`src/rtl/jump_debounce_pkg.sv`:
```
// Shared types and defaults for the jump push-button debouncer.
// State encoding is fixed so other blocks can decode it directly.
package jump_debounce_pkg;

    typedef enum logic [1:0] {
        S_LOW       = 2'b00,
        S_WAIT_HIGH = 2'b01,
        S_HIGH      = 2'b10,
        S_WAIT_LOW  = 2'b11
    } deb_state_t;

    localparam int unsigned DEF_DEB_CYCLES  = 1000000;
    localparam int unsigned DEF_HOLD_CYCLES = 100000000;

    // S_HIGH and S_WAIT_LOW both mean "accepted level is pressed".
    function automatic logic is_pressed(deb_state_t s);
        return s[1];
    endfunction

endpackage

```
`src/rtl/sync_2ff.sv`:
```
// Two-flop synchronizer for one asynchronous level input.
// Ports: clock, reset_n (async clear), d (async in), q (synchronized out).
module sync_2ff (
    input  logic clock,
    input  logic reset_n,
    input  logic d,
    output logic q
);

    logic meta;

    always_ff @(posedge clock or negedge reset_n) begin
        if (!reset_n) begin
            meta <= 1'b0;
            q    <= 1'b0;
        end else begin
            meta <= d;
            q    <= meta;
        end
    end

endmodule

```
`src/rtl/jump_debounce.sv`:
```
// Debouncer for the Jump push button with press/release/long-press pulses.
// Ports: clock, reset_n, button_raw in; jump, jump_rise, jump_fall, jump_long out.
module jump_debounce
    import jump_debounce_pkg::*;
#(
    parameter int unsigned DEB_CYCLES  = DEF_DEB_CYCLES,
    parameter int unsigned HOLD_CYCLES = DEF_HOLD_CYCLES
) (
    input  logic clock,
    input  logic reset_n,
    input  logic button_raw,
    output logic jump,
    output logic jump_rise,
    output logic jump_fall,
    output logic jump_long
);

    localparam int DEB_W  = $clog2(DEB_CYCLES);
    localparam int HOLD_W = $clog2(HOLD_CYCLES);
    localparam logic [DEB_W-1:0]  DEB_LAST  = DEB_W'(DEB_CYCLES - 1);
    localparam logic [HOLD_W-1:0] HOLD_LAST = HOLD_W'(HOLD_CYCLES - 1);

    logic              btn_s;
    deb_state_t        state_q;
    deb_state_t        state_d;
    logic [DEB_W-1:0]  deb_cnt;
    logic [HOLD_W-1:0] hold_cnt;
    logic              deb_clr;
    logic              deb_inc;
    logic              deb_done;
    logic              press_ok;
    logic              long_done;
    logic              long_fire;

    sync_2ff u_sync (
        .clock   (clock),
        .reset_n (reset_n),
        .d       (button_raw),
        .q       (btn_s)
    );

    assign deb_done = (deb_cnt == DEB_LAST);

    always_comb begin
        state_d = state_q;
        deb_clr = 1'b0;
        deb_inc = 1'b0;
        unique case (state_q)
            S_LOW: begin
                if (btn_s) begin
                    state_d = S_WAIT_HIGH;
                    deb_clr = 1'b1;
                end
            end
            S_WAIT_HIGH: begin
                if (!btn_s) begin
                    state_d = S_LOW;
                end else if (deb_done) begin
                    state_d = S_HIGH;
                end else begin
                    deb_inc = 1'b1;
                end
            end
            S_HIGH: begin
                if (!btn_s) begin
                    state_d = S_WAIT_LOW;
                    deb_clr = 1'b1;
                end
            end
            S_WAIT_LOW: begin
                if (btn_s) begin
                    state_d = S_HIGH;
                end else if (deb_done) begin
                    state_d = S_LOW;
                end else begin
                    deb_inc = 1'b1;
                end
            end
            default: state_d = S_LOW;
        endcase
    end

    // Only a qualified press restarts the hold timer; a release glitch
    // (S_WAIT_LOW back to S_HIGH) is the same press and keeps counting.
    assign press_ok  = (state_q == S_WAIT_HIGH) && (state_d == S_HIGH);
    assign long_fire = is_pressed(state_q) && (hold_cnt == HOLD_LAST)
                       && !long_done;

    always_ff @(posedge clock or negedge reset_n) begin
        if (!reset_n) begin
            state_q <= S_LOW;
        end else begin
            state_q <= state_d;
        end
    end

    always_ff @(posedge clock or negedge reset_n) begin
        if (!reset_n) begin
            deb_cnt <= '0;
        end else if (deb_clr) begin
            deb_cnt <= '0;
        end else if (deb_inc) begin
            deb_cnt <= deb_cnt + DEB_W'(1);
        end
    end

    always_ff @(posedge clock or negedge reset_n) begin
        if (!reset_n) begin
            hold_cnt  <= '0;
            long_done <= 1'b0;
        end else if (press_ok) begin
            hold_cnt  <= '0;
            long_done <= 1'b0;
        end else begin
            if (is_pressed(state_q) && (hold_cnt != HOLD_LAST)) begin
                hold_cnt <= hold_cnt + HOLD_W'(1);
            end
            if (long_fire) begin
                long_done <= 1'b1;
            end
        end
    end

    // jump lags the state by one flop so rise/fall pulses can be derived
    // from the registered level and line up with its first new cycle.
    always_ff @(posedge clock or negedge reset_n) begin
        if (!reset_n) begin
            jump      <= 1'b0;
            jump_rise <= 1'b0;
            jump_fall <= 1'b0;
            jump_long <= 1'b0;
        end else begin
            jump      <= is_pressed(state_q);
            jump_rise <= is_pressed(state_q) && !jump;
            jump_fall <= !is_pressed(state_q) && jump;
            jump_long <= long_fire;
        end
    end

endmodule

```
`config.mk`:
```
export PLATFORM = sky130hd
export DESIGN_NAME = jump_debounce
export DESIGN_NICKNAME = d
export VERILOG_FILES = /design/src/rtl/jump_debounce_pkg.sv /design/src/rtl/sync_2ff.sv /design/src/rtl/jump_debounce.sv
export SDC_FILE = /design/constraint.sdc
export NUM_CORES = 1
export LEC_CHECK = 0
export CAP_MARGIN = 20
export CORE_MARGIN = 1.5
export CORE_UTILIZATION = 40
export DETAILED_ROUTE_END_ITERATION = 7
export GPL_TIMING_DRIVEN = 1
export HOLD_SLACK_MARGIN = 0.15
export PLACE_DENSITY_LB_ADDON = 0.25
export SYNTH_ARGS = -nofsm -noshare
export SYNTH_HDL_FRONTEND = slang
export SYNTH_HIERARCHICAL = 1
export SYNTH_SLANG_ARGS = --single-unit
export TNS_END_PERCENT = 5
```
`constraint.sdc`:
```
create_clock -name clock -period 3.6 [get_ports clock]
set_input_delay 0.54 -clock clock [delete_from_list [all_inputs] [get_ports clock]]
set_output_delay 0.54 -clock clock [all_outputs]
set_load 0.02 [all_outputs]
```
### After elaboration in Yosys (flattened, before gate mapping)

Index checks and enable logic that the tools add are counted.

* bits of input ports: 3
* bits in read-only memories: 0
* register bits: 56
* memories: 0
* RAM bits: 0
* latch bits: 0
* word-level logic and storage cells: 52

* bitwise logic cells: 0
* add/sub/neg operators: 2
* multiply operators: 0
* muxes and demuxes: 20
* magnitude comparators: 0
* divide/modulo/power cells: 0
* shift operators: 0
* reductions and logical operators: 13
* eq/ne operators: 7

Operator list (number)
* 27-bit two-way mux: 2
* 20-bit two-way mux: 2
* 27-bit by 1-bit adder with 27-bit output (second input constant): 1
* 27-bit equality test (second input constant): 1
* 27-bit inequality test (second input constant): 1
* 20-bit by 1-bit adder with 20-bit output (second input constant): 1
* 20-bit equality test (second input constant): 1
* 2-bit two-way mux: 6
* 2-bit case mux with 4 select lines: 1
* 1-bit two-way mux: 7
* 2-bit equality test (second input constant): 3
* 1-bit logical AND: 6
* 2-bit nonzero test: 3
* 1-bit case mux with 2 select lines: 2
* 1-bit zero test: 3
* 2-bit by 1-bit equality test with 1-bit output (second input constant): 1
* 2-bit zero test: 1

### Logic depth before layout (Yosys ltp)

Gate-level depths: netlist of the first run.

* depth in word-level cells: 7
* depth in mapped cells: 8
* gate-level depth less buffers: 6

### By module

Netlist of the first run, hierarchy kept.

By module, submodules not included
* jump_debounce: cells an instance 316, area an instance 2997.9 um^2, instances 1
* sync_2ff: cells an instance 2, area an instance 50.0 um^2, instances 1

### Worst setup path after synthesis of the first run

OpenSTA, ideal clock, no wires.

* kind: register -> register
* start point: register hold_cnt[0]
* end point: register hold_cnt[8]
* data required time: 3523 ps
* buffers on the path: 2
* period minus slack after synthesis: 1873 ps
* arrival: 1796 ps
* stages on the path, launching flop included: 9
* path slack: 1727 ps
* setup time: 77 ps
* cell sequence: dfrtp_1 -> ha_1 -> and3_1 -> clkbuf_2 -> nand2_1 -> nor4_4 -> buf_2 -> or3_2 -> a21oi_1

* longest elaborated chain between the ends: 3
* elaborated cells on any way between the ends: 6
* those cells by class: 1 x add/sub; 1 x eq/ne; 2 x mux; 2 x reduce/logical

Ends and longest elaborated chain
* from (decl): line jump_debounce.sv:27 `logic [HOLD_W-1:0] hold_cnt;`
* from (signal assigned): line jump_debounce.sv:116 `hold_cnt <= hold_cnt + HOLD_W'(1);`
* 27-bit by 1-bit adder with 27-bit output or 27-bit inequality test (tied branches): line jump_debounce.sv:116, jump_debounce.sv:115
* 27-bit two-way mux or 1-bit logical AND (tied branches): line jump_debounce.sv:115 `if (is_pressed(state_q) && (hold_cnt != HOLD_LAST)) begin`
* 27-bit two-way mux or 2-bit nonzero test (tied branches)

Several ways; a longest one is shown, not always the timed one. The select of a mux whose other input is x is not followed.
A chain may end at the register's enable or synchronous reset.

### Worst setup path after layout of the first run

* start point: register state_q[1]
* end point: register deb_cnt[17]

* longest elaborated chain between the ends: 3
* elaborated cells on any way between the ends: 8
* those cells by class: 3 x eq/ne; 3 x mux; 2 x reduce/logical

Ends and longest elaborated chain
* from (decl): line jump_debounce.sv:24 `deb_state_t state_q;`
* from (signal assigned): line jump_debounce.sv:93 `state_q <= state_d;`
* 2-bit equality test (tied with other cells): line jump_debounce.sv:48 `unique case (state_q)`
* 1-bit case mux with 2 select lines: line jump_debounce.sv:48
* 20-bit two-way mux or 2-bit nonzero test (tied branches)
* to (signal assigned): line jump_debounce.sv:103 `deb_cnt <= deb_cnt + DEB_W'(1);`
* to (decl): line jump_debounce.sv:26 `logic [DEB_W-1:0] deb_cnt;`

Several ways; a longest one is shown, not always the timed one.

==> reports/metrics.cfg, run 1 <==
[timing]
grt_setup_unrepaired = false
fmax_mhz = 404.1
tns_ns = 0
period_share_pct = 68.73
slew_headroom_pct = 37.22
worstMarginPinSlew_ns = 0.9347
drv_slew = 0
setup_ws_ns = 1.126
fin_crit_ns = 2.474
finClkSkew_ns = 0.006226
setup_viol = 0
hold_viol = 0

[cts]
cts_sinks = 56
clockBufferDepth = 2
insertion_delay_ns = 0.31
post_cts_buffers = 0
cts-buffers-inserted = 5
clkTransAtPathRegs_ns = 0.10
cts_tree = built
hold_buffers = 0
cts_resized = 0
root_buffer = clkbuf_8
htreeDepth = 2

[drt]
dr.pass1.iters = 5
num_vias = 2427
ant_nets = 0
wl_per_cell_um = 15.13
viasPerCell = 5.820
drcViolationCount = 0
wl_mm = 6.311
drt_iter0_markers = 127

[critical_path]
crit_path_start_kind = flip-flop
worstSetupPathType = flip-flop to flip-flop
worstPathRequired_ns = 3.80
cp-end-kind = flip-flop
path_max_fanout = 23
r2r_cells = 5
worstPathArrival_ns = 2.68

[synthesis]
synth_area_leaders = dfrtp_1, nand2_1, nand3_1, xnor2_1, a21oi_1
synth_warnings = 6
ys_seq_area_share_pct = 45.98
synth_top_cell_by_area = dfrtp_1
synth_area_per_cell_um2 = 9.585
ys_ff_latch = 56
synth_top_area_share_pct = 45.98
synth.cell_area_um2 = 3048
synthCells = 318
syn_nets = 323
synth_cell_types = 47

[placement]
portBuffers = 6
gp_congestion = 0.8092
dp_slack_ns = 1.165
placed_area_um2 = 3153
hpwlAfterDp_mm = 4.311

[power_and_ir_drop]
peakVddDrop_uv = 229.0
leakage_nw = 1.315
power_per_cell_area_nw_per_um2 = 333.8

[global_routing]
grt_max_degree = 42
grt_pass1_vias = 2278
grt_pass1_wl_mm = 11.29
grt_use_total_pct = 16.97
antenna_found_initial = 0
grt_overflow = 0

[cells_and_area]
fin_area_um2 = 3264
drive_gt1_share_pct = 7.862
diodes = 0
fin_nets = 322
syn2layout_area_growth_pct = 7.102
fillers = 717

[die]
die_h_um = 90.29
dieArea_um2 = 8152
core_area_um2 = 7331
die_width_um = 90.29
initial_core_util_pct = 41.58
placementRows = 31
io_pins = 7

[flow_run]
drv_cap = 0

[min_path]
holdCritPathClass = input port to asynchronous set/reset pin

[outcome]
status = complete, no violations

[flip-flops by register name (all words and copies together), names as in the netlist]
| signal | flops |
|---|---|
| hold_cnt | 27 |
| deb_cnt | 20 |
| state_q | 2 |
| jump | 1 |
| jump_fall | 1 |
| jump_long | 1 |
| jump_rise | 1 |
| long_done | 1 |
| u_sync/meta | 1 |
| u_sync/q | 1 |
[worst paths after layout]
kind	startpoint	to	slack, ns
max	state_q[1]	deb_cnt[17]	1.13
min in group clock	u_sync/meta	u_sync/q	0.36
max reg2reg	state_q[1]	deb_cnt[17]	1.13
min	reset_n	deb_cnt[10]	0.34
max in group asynchronous	reset_n	hold_cnt[12]	2.50
min reg2reg	u_sync/meta	u_sync/q	0.36
[worst max-delay path, stage by stage, from the launching register on]
cell	delay, ns
dfrtp_1	0.86
xor2_1	0.28
nand2_1	0.35
nor4_1	0.56
nand3_1	0.17
mux2i_1	0.14
[synthesized netlist by cell type, drive strengths merged]
cell	number
a21o	1
a21oi	19
a22o	1
a31oi	1
and2	5
and3	8
and3b	1
and4	9
and4bb	1
buf	11
clkbuf	5
dfrtp	56
ha	2
inv	7
mux2	2
mux2i	4
nand2	30
nand3	24
nand4	16
nor2	18
nor2b	2
nor3	6
nor3b	1
nor4	8
nor4b	5
nor4bb	2
o2111ai	1
o211ai	8
o21ai	17
o311ai	3
o31ai	7
o41ai	2
or2	1
or3	13
or4	8
xnor2	12
xor2	1
[layout make-up]
class                      count  area (µm²)  share of cell area [%]
multi-input combinational    239        1531                   46.91
sequential                    56        1401                   42.93
tap                           99       123.9                   3.795
timing repair buffer           8       70.07                   2.146
clock buffer                   5       68.82                   2.108
clock inverter                 3       42.54                   1.303
inverter                       7       26.28                  0.8049
[power breakdown]
group / internal [mW] / total [mW] / switching [mW]
registers: 0.634 / 0.640 / 0.00584
clock network: 0.206 / 0.416 / 0.210
logic: 0.00943 / 0.0338 / 0.0244
[logic make-up after synthesis]
| kind of cell | Yosys count | synth area share (%) |
|---|---|---|
| buf+inv | 23 | 3.777 |
| xor+xnor | 13 | 3.736 |
| simple gates | 158 | 30.62 |
| flops | 56 | 45.98 |
| compound gates | 60 | 13.01 |
| fa+ha+maj | 2 | 0.8209 |
| mux | 6 | 2.053 |
[per-stage QoR]
stage	hold WS, ns	total power, mW	util (%)	std cells
after CTS	0.3696	1.107	44.53	417
after global placement	0.3387	0.6870	43.01	409
final	0.3433	1.090	44.53	417
after global routing	0.3726	1.141	44.53	417
after floorplan	0.2444	0.6669	-	318
after detailed placement	0.3451	0.6884	43.01	409
[cell usage in the layout, fill, tap and decap left out, types with 4 or more instances in the layout]
cell / netlist / final
inv_1: 7 / 7
nand2_1: 30 / 30
or4_1: 8 / 8
nand4_1: 15 / 15
nor4_1: 7 / 7
and2_1: 5 / 5
nand3_1: 22 / 22
mux2i_1: 4 / 4
o31ai_1: 6 / 6
or3_1: 12 / 12
xnor2_1: 12 / 12
clkbuf_8: 0 / 5
nor4b_1: 5 / 5
nor3_1: 6 / 6
o21ai_0: 16 / 16
and4_1: 8 / 8
a21oi_1: 19 / 19
dfrtp_1: 56 / 56
o211ai_1: 8 / 8
clkdlybuf4s50_1: 0 / 5
and3_1: 8 / 8
nor2_1: 18 / 18
[routing by layer]
| layer | vias to the layer above | track usage [%] | part of all wire (%) |
|---|---|---|---|
| li1 | 1191 | - | - |
| met2 | 37 | 24.87 | 44 |
| met3 | 5 | 2.946 | 3.4 |
| met5 | - | 0 | 0 |
| met4 | 0 | 5.291 | 1.2 |
| met1 | 1194 | 25.39 | 51 |
(Power assumes the default switching activity.)
==> run 2, diff against run 1 <==
- clock period: 3.6 -> 2.5 ns (I/O delays scaled with it)
==> run 2 against run 1 <==
Against the previous run: sequential share of layout area decreased by 0.41 points; register-to-register slack worse by 0.65 ns; clock power grew 25%; sequential power increased by 44%; critical path depth increased by 1; core utilization is 0.43 points higher; clock skew grew 0.0081 ns; maximum frequency is 22% higher; worst hold slack got worse by 0.16 ns; highest routed layer unchanged.
==> reports/metrics.cfg, run 2 (synthesis results as in run 1) <==
[outcome]
status = complete, no violations  ; unchanged

[die]
placementRows = 31  ; unchanged
initial_core_util_pct = 41.58  ; unchanged
die_h_um = 90.29  ; unchanged
dieArea_um2 = 8152  ; unchanged
io_pins = 7  ; unchanged
core_area_um2 = 7331  ; unchanged
die_width_um = 90.29  ; unchanged

[cells_and_area]
drive_gt1_share_pct = 9.846  ; was 7.862%
diodes = 0  ; unchanged
seq_area_um2 = 1401  ; unchanged
multi_input_area_um2 = 1531  ; unchanged
utilization_pct = 44.96  ; was 44.53%
regMostFlops = hold_cnt  ; unchanged
fin_nets = 329  ; was 322
reg_top3 = hold_cnt: 27 flops, deb_cnt: 20 flops, state_q: 2 flops  ; unchanged
fillers = 683  ; was 717
final_common_cell = dfrtp_1  ; unchanged
largest_register_ffs = 27  ; unchanged
final_cell_mix = dfrtp_1, nand2_1, nand3_1  ; unchanged
syn2layout_area_growth_pct = 8.128  ; was 7.102%

[power_and_ir_drop]
power_per_cell_area_nw_per_um2 = 452.4  ; was 333.8 nW/µm²
p_switching_uw = 362.4  ; was 239.9 µW
peakVddDrop_uv = 327.3  ; was 229.0 µV
seqPwrFrac_pct = 61.8  ; was 58.7%
leakage_nw = 1.342  ; was 1.315 nW
pwr-share-clk_pct = 34.8  ; was 38.2%
switching_share_pct = 24.30  ; was 22.02%
internal_power_mw = 1.129  ; was 849.7 µW
pwr-share-comb_pct = 3.5  ; was 3.1%

[drt]
dr.pass1.iters = 4  ; was 5
wl_per_cell_um = 15.27  ; was 15.13 µm
ant_nets = 0  ; unchanged
viasPerCell = 5.818  ; was 5.820
num_vias = 2467  ; was 2427
drcViolationCount = 0  ; unchanged
drt_iter0_markers = 202  ; was 127
wl_mm = 6.474  ; was 6.311 mm

[flow_run]
drv_cap = 0  ; unchanged

[min_path]
holdCritPathClass = input port to asynchronous set/reset pin  ; unchanged

[cts]
root_buffer = clkbuf_8  ; unchanged
cts-buffers-inserted = 5  ; unchanged
cts_sinks = 56  ; unchanged
cts_resized = 0  ; unchanged
insertion_delay_ns = 0.32  ; was 0.31 ns
clkTransAtPathRegs_ns = 0.11  ; was 0.10 ns
cts_tree = built  ; unchanged
clockBufferDepth = 2  ; unchanged
htreeDepth = 2  ; unchanged

[global_routing]
grt_overflow = 0  ; unchanged
grt_use_met1_pct = 25.14  ; was 25.39%
top_usage_layer = met2  ; was met1
grt_pass1_vias = 2341  ; was 2278
antenna_found_initial = 0  ; unchanged
grt_use_total_pct = 17.22  ; was 16.97%
grt_max_degree = 57  ; was 42
grt_pass1_wl_mm = 11.55  ; was 11.29 mm
grt_use_met2_pct = 26.83  ; was 24.87%
grt_use_met3_pct = 2.778  ; was 2.946%

[timing]
drv_slew = 0  ; unchanged
finClkSkew_ns = 0.01430  ; was 0.006226 ns
setup_viol = 0  ; unchanged
hold_viol = 0  ; unchanged
fmax_mhz = 492.8  ; was 404.1 MHz
tns_ns = 0  ; unchanged
grt_setup_unrepaired = false  ; unchanged
slew_headroom_pct = 51.89  ; was 37.22%
worstMarginPinSlew_ns = 0.7216  ; was 0.9347 ns
period_share_pct = 81.17  ; was 68.73%
fin_crit_ns = 2.029  ; was 2.474 ns

[critical_path]
r2r-start = deb_cnt[7]  ; was state_q[1]
cp-end-kind = flip-flop  ; unchanged
worstPathArrival_ns = 2.22  ; was 2.68 ns
cp-startpoint = deb_cnt[7]  ; was state_q[1]
worstSetupPathType = flip-flop to flip-flop  ; unchanged
worstPathRequired_ns = 2.69  ; was 3.80 ns
crit_path_start_kind = flip-flop  ; unchanged
path_max_fanout = 22  ; was 23

[placement]
gp_congestion = 0.7918  ; was 0.8092
portBuffers = 6  ; unchanged
hpwlAfterDp_mm = 4.403  ; was 4.311 mm

-- run 2: cell types whose count changed in the layout (fill, tap and decap cells not counted) --
| cell | before | now |
|---|---|---|
| buf_4 | 2 | 9 |
| bufinv_16 | 1 | 0 |
| inv_6 | 0 | 1 |
-- run 2: path summary, 6_finish.rpt --
| path | cells past startpoint | to | slack [ns] |
|---|---|---|---|
| setup / recovery | 6 | hold_cnt[24] | 0.47 |
| hold / removal | 2 | deb_cnt[13] | 0.19 |
| setup reg to reg | 6 | hold_cnt[24] | 0.47 |
| hold reg to reg | 0 | u_sync/q | 0.36 |
| max in group asynchronous | 2 | hold_cnt[23] | 1.83 |
| min in group clock | 0 | u_sync/q | 0.36 |
-- run 2: layout make-up --
cell class | instances | share of cell area [%]
clock buffers | 5 | 2.088
clock inverters | 3 | 0.6454
inverters | 7 | 0.7973
multi-input cells | 239 | 46.47
flip-flops and latches | 56 | 42.52
well taps | 99 | 3.759
repair buffers | 15 | 3.721
-- run 2: routing by layer --
metal / part of all wire [%] / wire length [µm]
met1: 51 / 3278
met2: 46 / 2994
met3: 2.3 / 149
met4: 0.82 / 53
met5: 0 / 0
-- run 2: power by group through the flow --
stage / clock (mW) / sequential (mW) / combinational, mW
floorplan: 0 / 0.936 / 0.0246
global placement: 0 / 0.939 / 0.0536
detailed placement: 0 / 0.939 / 0.0539
CTS: 0.535 / 0.921 / 0.0544
global route: 0.567 / 0.923 / 0.0618
finish: 0.518 / 0.921 / 0.0516
-- run 2: timing repair --
item	in CTS	in global routing
hold buffers	0	0
setup buffers	0	2
endpoints found under the setup margin	0	4
-- run 2: metrics by stage --
step / power, mW / hold WS [ns] / setup slack, ns / cells / area, µm²
2_1_floorplan: 0.9604 / 0.07941 / 0.6269 / 318 / 3048
3_3_place_gp: 0.9925 / 0.3339 / 0.3429 / 414 / 3191
3_5_place_dp: 0.9930 / 0.3381 / 0.1986 / 414 / 3191
4_1_cts: 1.511 / 0.2253 / 0.1734 / 422 / 3281
5_1_grt: 1.552 / 0.2751 / 0.2722 / 424 / 3296
6_report: 1.491 / 0.1852 / 0.4709 / 424 / 3296
-- run 2: critical path: stages (launching register included) --
cell and delay (ns):
dfrtp_1 0.49, nor4b_1 0.43, and4_1 0.32, nand3_2 0.13, nor3b_2 0.17, buf_4 0.28
nor2_1 0.08
